**src/rtl/uart_pkg.sv**
```systemverilog
// Definitions shared by the UART transmit and receive blocks:
// frame-sequencer states and the PARITY parameter encoding.
package uart_pkg;

  typedef enum logic [2:0] {
    ST_IDLE,
    ST_START,
    ST_DATA,
    ST_PAR,
    ST_STOP
  } uart_state_t;

  localparam int PAR_NONE = 0;
  localparam int PAR_EVEN = 1;
  localparam int PAR_ODD  = 2;

endpackage

```
**src/rtl/uart_tx.sv**
```systemverilog
// UART transmitter: accepts one word per valid/ready handshake and serialises it
// as start, LSB-first data, optional parity and stop bits on a registered line.
//
// state | meaning
// IDLE  | line high, data_in_rdy high, waiting for a word
// START | start bit (low) for one bit time
// DATA  | data bits LSB-first, one bit time each
// PAR   | parity bit for one bit time (only when PARITY != PAR_NONE)
// STOP  | line high for STOP_BITS bit times, then back to IDLE
module uart_tx
  import uart_pkg::*;
#(
  parameter int CLKS_PER_BIT = 868,
  parameter int DATA_BITS    = 8,
  parameter int PARITY       = 0,
  parameter int STOP_BITS    = 1
) (
  input  logic                 clk,
  input  logic                 reset,
  input  logic [DATA_BITS-1:0] data_in,
  input  logic                 data_in_val,
  output logic                 data_in_rdy,
  output logic                 tx,
  output logic                 busy
);

  localparam int BAUD_W = $clog2(CLKS_PER_BIT);
  localparam int IDX_W  = $clog2(DATA_BITS);
  localparam logic [BAUD_W-1:0] BAUD_LAST = BAUD_W'(CLKS_PER_BIT - 1);
  localparam logic [IDX_W-1:0]  DATA_LAST = IDX_W'(DATA_BITS - 1);
  localparam logic [IDX_W-1:0]  STOP_LAST = IDX_W'(STOP_BITS - 1);
  localparam logic              ODD_INV   = (PARITY == PAR_ODD);

  if (CLKS_PER_BIT < 2) begin : g_chk_cpb
    $error("uart_tx: CLKS_PER_BIT must be 2 or more");
  end
  if (DATA_BITS < 5 || DATA_BITS > 9) begin : g_chk_db
    $error("uart_tx: DATA_BITS must be 5 to 9");
  end
  if (PARITY != PAR_NONE && PARITY != PAR_EVEN && PARITY != PAR_ODD) begin : g_chk_par
    $error("uart_tx: PARITY must be 0, 1 or 2");
  end
  if (STOP_BITS < 1 || STOP_BITS > 2) begin : g_chk_sb
    $error("uart_tx: STOP_BITS must be 1 or 2");
  end

  uart_state_t          r_state;
  logic [BAUD_W-1:0]    r_baud;
  logic [IDX_W-1:0]     r_idx;
  logic [DATA_BITS-1:0] r_shift;
  logic                 r_par;
  logic                 r_tx;
  logic                 r_busy;
  logic                 r_rdy;

  logic w_baud_last;
  logic w_accept;

  assign w_baud_last = (r_baud == BAUD_LAST);
  assign w_accept    = data_in_val && r_rdy;

  assign tx          = r_tx;
  assign busy        = r_busy;
  assign data_in_rdy = r_rdy;

  // r_idx counts data bits in DATA and stop bits in STOP.
  always_ff @(posedge clk) begin
    if (reset) begin
      r_state <= ST_IDLE;
      r_baud  <= '0;
      r_idx   <= '0;
      r_shift <= '0;
      r_par   <= 1'b0;
      r_tx    <= 1'b1;
      r_busy  <= 1'b0;
      r_rdy   <= 1'b0;
    end else begin
      if (r_state == ST_IDLE || w_baud_last) begin
        r_baud <= '0;
      end else begin
        r_baud <= r_baud + BAUD_W'(1);
      end

      case (r_state)
        ST_IDLE: begin
          r_tx <= 1'b1;
          if (w_accept) begin
            r_state <= ST_START;
            r_shift <= data_in;
            r_par   <= (^data_in) ^ ODD_INV;
            r_idx   <= '0;
            r_tx    <= 1'b0;
            r_busy  <= 1'b1;
            r_rdy   <= 1'b0;
          end else begin
            r_busy <= 1'b0;
            r_rdy  <= 1'b1;
          end
        end
        ST_START: begin
          if (w_baud_last) begin
            r_state <= ST_DATA;
            r_tx    <= r_shift[0];
            r_shift <= r_shift >> 1;
            r_idx   <= '0;
          end
        end
        ST_DATA: begin
          if (w_baud_last) begin
            if (r_idx == DATA_LAST) begin
              r_idx <= '0;
              if (PARITY != PAR_NONE) begin
                r_state <= ST_PAR;
                r_tx    <= r_par;
              end else begin
                r_state <= ST_STOP;
                r_tx    <= 1'b1;
              end
            end else begin
              r_idx   <= r_idx + IDX_W'(1);
              r_tx    <= r_shift[0];
              r_shift <= r_shift >> 1;
            end
          end
        end
        ST_PAR: begin
          if (w_baud_last) begin
            r_state <= ST_STOP;
            r_tx    <= 1'b1;
            r_idx   <= '0;
          end
        end
        ST_STOP: begin
          r_tx <= 1'b1;
          if (w_baud_last) begin
            if (r_idx == STOP_LAST) begin
              r_state <= ST_IDLE;
              r_idx   <= '0;
              r_busy  <= 1'b0;
              r_rdy   <= 1'b1;
            end else begin
              r_idx <= r_idx + IDX_W'(1);
            end
          end
        end
        default: begin
          r_state <= ST_IDLE;
          r_tx    <= 1'b1;
          r_busy  <= 1'b0;
          r_rdy   <= 1'b0;
        end
      endcase
    end
  end

endmodule

```
**config.mk**
```make
export PLATFORM = sky130hd
export DESIGN_NAME = uart_tx
export DESIGN_NICKNAME = d
export VERILOG_FILES = /design/src/rtl/uart_pkg.sv /design/src/rtl/uart_tx.sv
export SDC_FILE = /design/constraint.sdc
export NUM_CORES = 1
export LEC_CHECK = 0
export ABC_CLOCK_PERIOD_IN_PS = 1550
export CAP_MARGIN = 25
export CORE_ASPECT_RATIO = 1.75
export CORE_UTILIZATION = 30
export CTS_BUF_LIST = sky130_fd_sc_hd__clkbuf_8
export CTS_CLUSTER_SIZE = 28
export DETAILED_ROUTE_END_ITERATION = 8
export PLACE_DENSITY_LB_ADDON = 0.15
export SLEW_MARGIN = 20
export SYNTH_ARGS = -nofsm -noshare
export SYNTH_HDL_FRONTEND = slang
export SYNTH_SLANG_ARGS = --single-unit
export TNS_END_PERCENT = 30
```
**constraint.sdc**
```tcl
create_clock -name clk -period 1.55 [get_ports clk]
set_input_delay 0.31 -clock clk [delete_from_list [all_inputs] [get_ports clk]]
set_output_delay 0.31 -clock clk [all_outputs]
set_load 0.005 [all_outputs]
```
Word level (Yosys, flattened, before mapping)
Cells that the tools add are included.
{"block": "op_classes", "n_eq_ne": 15, "n_bitwise": 1, "mux": 33, "reduce_logical": 14, "n_addsub": 2}
{"cell": "2-to-1 mux 3 bit", "count": 13}
{"cell": "2-to-1 mux 8 bit", "count": 4}
{"cell": "case mux 8 bit (3 select lines)", "count": 1}
{"cell": "inequality test 2 bit, second input constant", "count": 8}
{"cell": "case mux 3 bit (5 select lines)", "count": 1}
{"cell": "case mux 3 bit (4 select lines)", "count": 1}
{"cell": "adder 10 x 1 -> 10 bit, second input constant", "count": 1}
{"cell": "== test 10 bit, second input constant", "count": 1}
{"cell": "2-to-1 mux 1 bit", "count": 10}
{"cell": "AND reduction 5 bit", "count": 2}
{"cell": "AND reduction 7 bit", "count": 1}
{"cell": "== test 3 x 2 -> 1 bit, second input constant", "count": 2}
{"cell": "== test 3 bit, second input constant", "count": 2}
{"cell": "logical NOT 3 bit", "count": 2}
{"cell": "case mux 1 bit (3 select lines)", "count": 2}
{"cell": "AND reduction 3 bit", "count": 2}
{"cell": "case mux 1 bit (4 select lines)", "count": 1}
{"cell": "nonzero test 4 bit", "count": 1}
{"cell": "OR reduction 2 bit", "count": 2}
{"cell": "adder 3 x 1 -> 3 bit, second input constant", "count": 1}
{"cell": "== test 3 x 1 -> 1 bit, second input constant", "count": 1}
{"cell": "nonzero test 3 bit", "count": 1}
{"cell": "OR reduction 3 bit", "count": 1}
{"cell": "inequality test 2 x 1 -> 1 bit, second input constant", "count": 1}
{"cell": "other kinds (3)", "count": 3}
{"block": "totals", "wordCells": 72, "reg_bits": 27, "out_inout_bits": 3, "in_bits": 11}

Depth between registers and ports, before layout
Gate-level depths: netlist of run 1.
{"block": "depth", "word_depth": 4, "depth_mapped": 6, "mapped_depth_nobuf": 6}

Worst setup path before layout of run 1
No wires, ideal clock.
{"block": "synth_path", "kind": "register -> register", "startpoint": "reg r_baud[0]", "endpoint": "reg r_state[2]", "setup_ns": 0.071, "t_required_ns": 1.479, "period_less_slack_ns": 1.729, "arrival_ns": 1.658, "path_stages_with_launch": 6, "n_path_buf": 0, "path_slack_ns": -0.179, "path_cell_list": "dfxtp_1 > ha_1 > nand4b_1 > or3_4 > or3_1 > a21oi_1"}
{"block": "synth_via", "elab_chain_cells": 3, "elab_cells_between_ends": 6, "classes_between": "eq/ne (5); reduce/logical (1)"}
{"item": "start, declared", "line": "uart_tx.sv:48", "text": "logic [BAUD_W-1:0] r_baud;"}
{"item": "start signal, assigned", "line": "uart_tx.sv:81", "text": "r_baud <= r_baud + BAUD_W'(1);"}
{"item": "== test 10 bit (*)", "line": "uart_tx.sv:59", "text": "assign w_baud_last = (r_baud == BAUD_LAST);"}
{"item": "inequality test 2 bit (no source line)"}
{"item": "AND reduction 7 bit (no source line) (*)"}
{"item": "end signal, assigned", "line": "uart_tx.sv:69", "text": "r_state <= ST_IDLE;"}
{"item": "end signal, assigned", "line": "uart_tx.sv:88", "text": "r_state <= ST_START;"}
{"item": "end signal, assigned", "line": "uart_tx.sv:102", "text": "r_state <= ST_DATA;"}
{"item": "end, declared", "line": "uart_tx.sv:47", "text": "uart_state_t r_state;"}
Every way passes the cells marked *; elsewhere a longest branch is shown, timed or not.
A chain may end at the register's enable or synchronous reset.

Worst setup path in the final report of run 1
{"block": "layout_path", "startpoint": "reg r_baud[2]", "endpoint": "reg r_shift[2]"}
{"block": "layout_via", "elab_chain_cells": 3, "elab_cells_between_ends": 4, "classes_between": "eq/ne (3); reduce/logical (1)"}
{"item": "== test 10 bit (*)", "line": "uart_tx.sv:59"}
{"item": "inequality test 2 bit (no source line)"}
{"item": "AND reduction 5 bit (no source line) (*)"}
{"item": "end signal, assigned", "line": "uart_tx.sv:89", "text": "r_shift <= data_in;"}
{"item": "end signal, assigned", "line": "uart_tx.sv:104", "text": "r_shift <= r_shift >> 1;"}
{"item": "end signal, assigned", "line": "uart_tx.sv:122", "text": "r_shift <= r_shift >> 1;"}
{"item": "end, declared", "line": "uart_tx.sv:50", "text": "logic [DATA_BITS-1:0] r_shift;"}
Marked as above.

==> metrics.txt, run 1 <==
Via density=5.087; CP Launch Type=flop; worst path arrival time=1860 ps; via count=~1400; final hold vios=0; final cell count without fillers=roughly 280; RSZ-0062 raised after global routing=true; Row Count=33; EDFF count, synth=0; Post-Route Setup TNS=-1287 ps; DRT Pass-1 Iters=4; number of cells on the worst reg-to-reg path=5; Final Wtd Congestion=0.8517; initial antenna violation count=0; count leader, synth=dfxtp_1; total power=1443 uW; Clock Tree Buf Depth=2; layout cells sized above 1=0.3911; Critical Path Start=r_baud[2]$_SDFF_PP0_; Place WS=-265.4 ps; sequential area share after synthesis=0.3721; Synth Warn #=0; Worst EP required=1730 ps; RR Endpoint=r_shift[2]$_SDFFE_PP0P_; sequential cell area=roughly 560 um^2; Die X=54.60 um; Max-Cap Viols=0; clk sinks=27; I/O Pins=14; Max Freq=around 590 MHz; area grow syn2layout=49.78%; GRT Total Usage=0.1702; Filler Cell Count=~470; global-route wire length before repair=approximately 6.3 mm; Avg Inst Size Synth=~8.5 um^2; # nets final=about 240; area of the die=0.005135 mm^2; CTS root buffer=clkbuf_8; PD cells=about 660 mW/mm^2; violated checks=setup timing; Total Wirelength=just under 4 mm; CTS tree=built; Hold WC Path Type=reg2reg; Final Max Slew Viols=0; Final HPWL DP=just under 3 mm; WS Path Type=reg2reg; multi-input logic area=roughly 990 um^2; top cells by area, synth=dfxtp_1 37%, mux2_2 6.2%, nor2_1 5.2%, nand3_1 4.5%, xnor2_1 4.2%; final setup violation count=23; crit path capture type=flop; Rel. slew slack=0.7070; PortBufs=13; Clock Skews=~5.4 ps; post-route setup slack=-133.4 ps; # diodes=0; static leakage=around 0.0008 uW; flop2flop setup slack=-130 ps; number of global-route vias before repair=around 1400; Cells after Synth=170; total gr overflow=0; Initial Utilization=0.3113; core area=0.004666 mm^2; synthesized area=0.001453 mm^2; ANT nets after route=0; die height=roughly 94 um; Util after Layout=0.4663; CTS Hold Buffers Added=0; wire length per cell=between 10 and 15 um; outcome=finished, violations left; htree depth=1; total nets after synthesis=185; largest net degree at the start of global routing=17; maximum VDD drop=about 0.42 mV; Yosys reg bits=27; top cells by count, synth=27 x dfxtp_1, 20 x nor2_1, 13 x nand3_1, 11 x a21oi_1, 11 x o21ai_0; Synth cell types=42; top cell type's share of synthesized area=0.3721; Post-synth ARST share=0; crit path capture=r_shift[2]$_SDFFE_PP0P_; Worst-Margin Slew=around 440 ps; post-synth top area cell=dfxtp_1; Tmin final=about 1700 ps; Worst-path clk slew=100 ps; cts bufs inserted=3; Iter 0 DRT Violations=18; Critical Path Fanout Max=8; Worst-Skew Late Latency=~280 ps; Synth Flop Type=dfxtp_1; DRC errors left=0; RR Startpoint=r_baud[2]$_SDFF_PP0_; fin crit share=1.086; dpl cells=approximately 270
-- through the flow --
stage	instance area [um^2]	hold WS, ps
detailed placement	1969	487.7
CTS	2135	507.9
global route	2176	520.0
global placement	1969	481.0
finish	2176	502.0
floorplan	1488	432.5
-- sequential cells by signal (all words and copies together) (netlist names) --
signal       flops
r_baud          10
r_shift          8
tx               1
data_in_rdy      1
r_state          3
r_idx            3
busy             1
-- per-layer routing --
layer,share of wire,vias up,global-route usage,routed length (um)
li1,-,711,-,-
met1,0.38,668,0.1728,1489
met2,0.57,23,0.3173,2220
met4,0.017,0,0.07051,66
met5,0,-,0,0
met3,0.029,7,0.02589,111
-- cells in the final DEF (no fill, tap or decap), types with 6 or more instances in the layout --
cell type and n:
xnor2_1 7, nor2_1 18, clkdlybuf4s50_1 13, nand2_1 7
nor2b_1 8, a21oi_1 9, buf_4 43, dfxtp_1 19
o21ai_0 9, dfxtp_2 6, nand3_1 11
-- power by group --
group	switching, uW	total (uW)	leakage, uW	internal [uW]
clock network	230	412	0.0000217	183
registers	26.2	748	0.000223	722
logic	113	282	0.000570	170
total	369	1440	0.000815	1070
-- timing repair --
item,CTS,global route
gates resized for setup,22,9
pin swaps,7,0
buffers inserted,4,1
setup endpoints to repair,27,27
hold endpoints to repair,0,0
-- critical path: stages (launching register included) --
cell	delay [ps]
dfxtp_2	330
or3_4	420
nor3_4	240
o221ai_4	130
buf_12	170
mux2_4	290
-- how the worst min path moves through the flow --
stage / from / to / slack (ps) / cells after the start
3_3_place_gp: tx$_SDFFE_PP1P_ / tx$_SDFFE_PP1P_ / 480 / 2
3_5_place_dp: r_idx[0]$_SDFFE_PP0P_ / r_idx[0]$_SDFFE_PP0P_ / 490 / 1
2_1_floorplan: r_baud[0]$_SDFF_PP0_ / r_baud[0]$_SDFF_PP0_ / 430 / 1
5_1_grt: r_shift[7]$_SDFFE_PP0P_ / r_shift[7]$_SDFFE_PP0P_ / 520 / 2
6_report: r_shift[7]$_SDFFE_PP0P_ / r_shift[7]$_SDFFE_PP0P_ / 500 / 2
4_1_cts: busy$_SDFFE_PP0P_ / busy$_SDFFE_PP0P_ / 510 / 2
-- layout make-up --
| class | count | area share |
|---|---|---|
| repair buffers | 59 | 0.2317 |
| multi-input cells | 131 | 0.4537 |
| clock inverters | 1 | 0.003450 |
| clock buffers | 3 | 0.01898 |
| well taps | 52 | 0.02990 |
| flip-flops and latches | 27 | 0.2553 |
| inverters | 4 | 0.006901 |
-- logic make-up after synthesis --
group           synth area share
simple gates              0.2696
compound gates            0.1542
flops                     0.3721
buf+inv                  0.03359
xor+xnor                 0.06030
mux                      0.07580
fa+ha+maj                0.03445
No activity file was read; power rests on OpenSTA's default activity.
==> run 2: changes to the inputs <==
Settings changed: CAP_MARGIN 25 to 20.
==> results of run 2 <==
No change in the layout: final DEF, timing and power equal those of run 1.
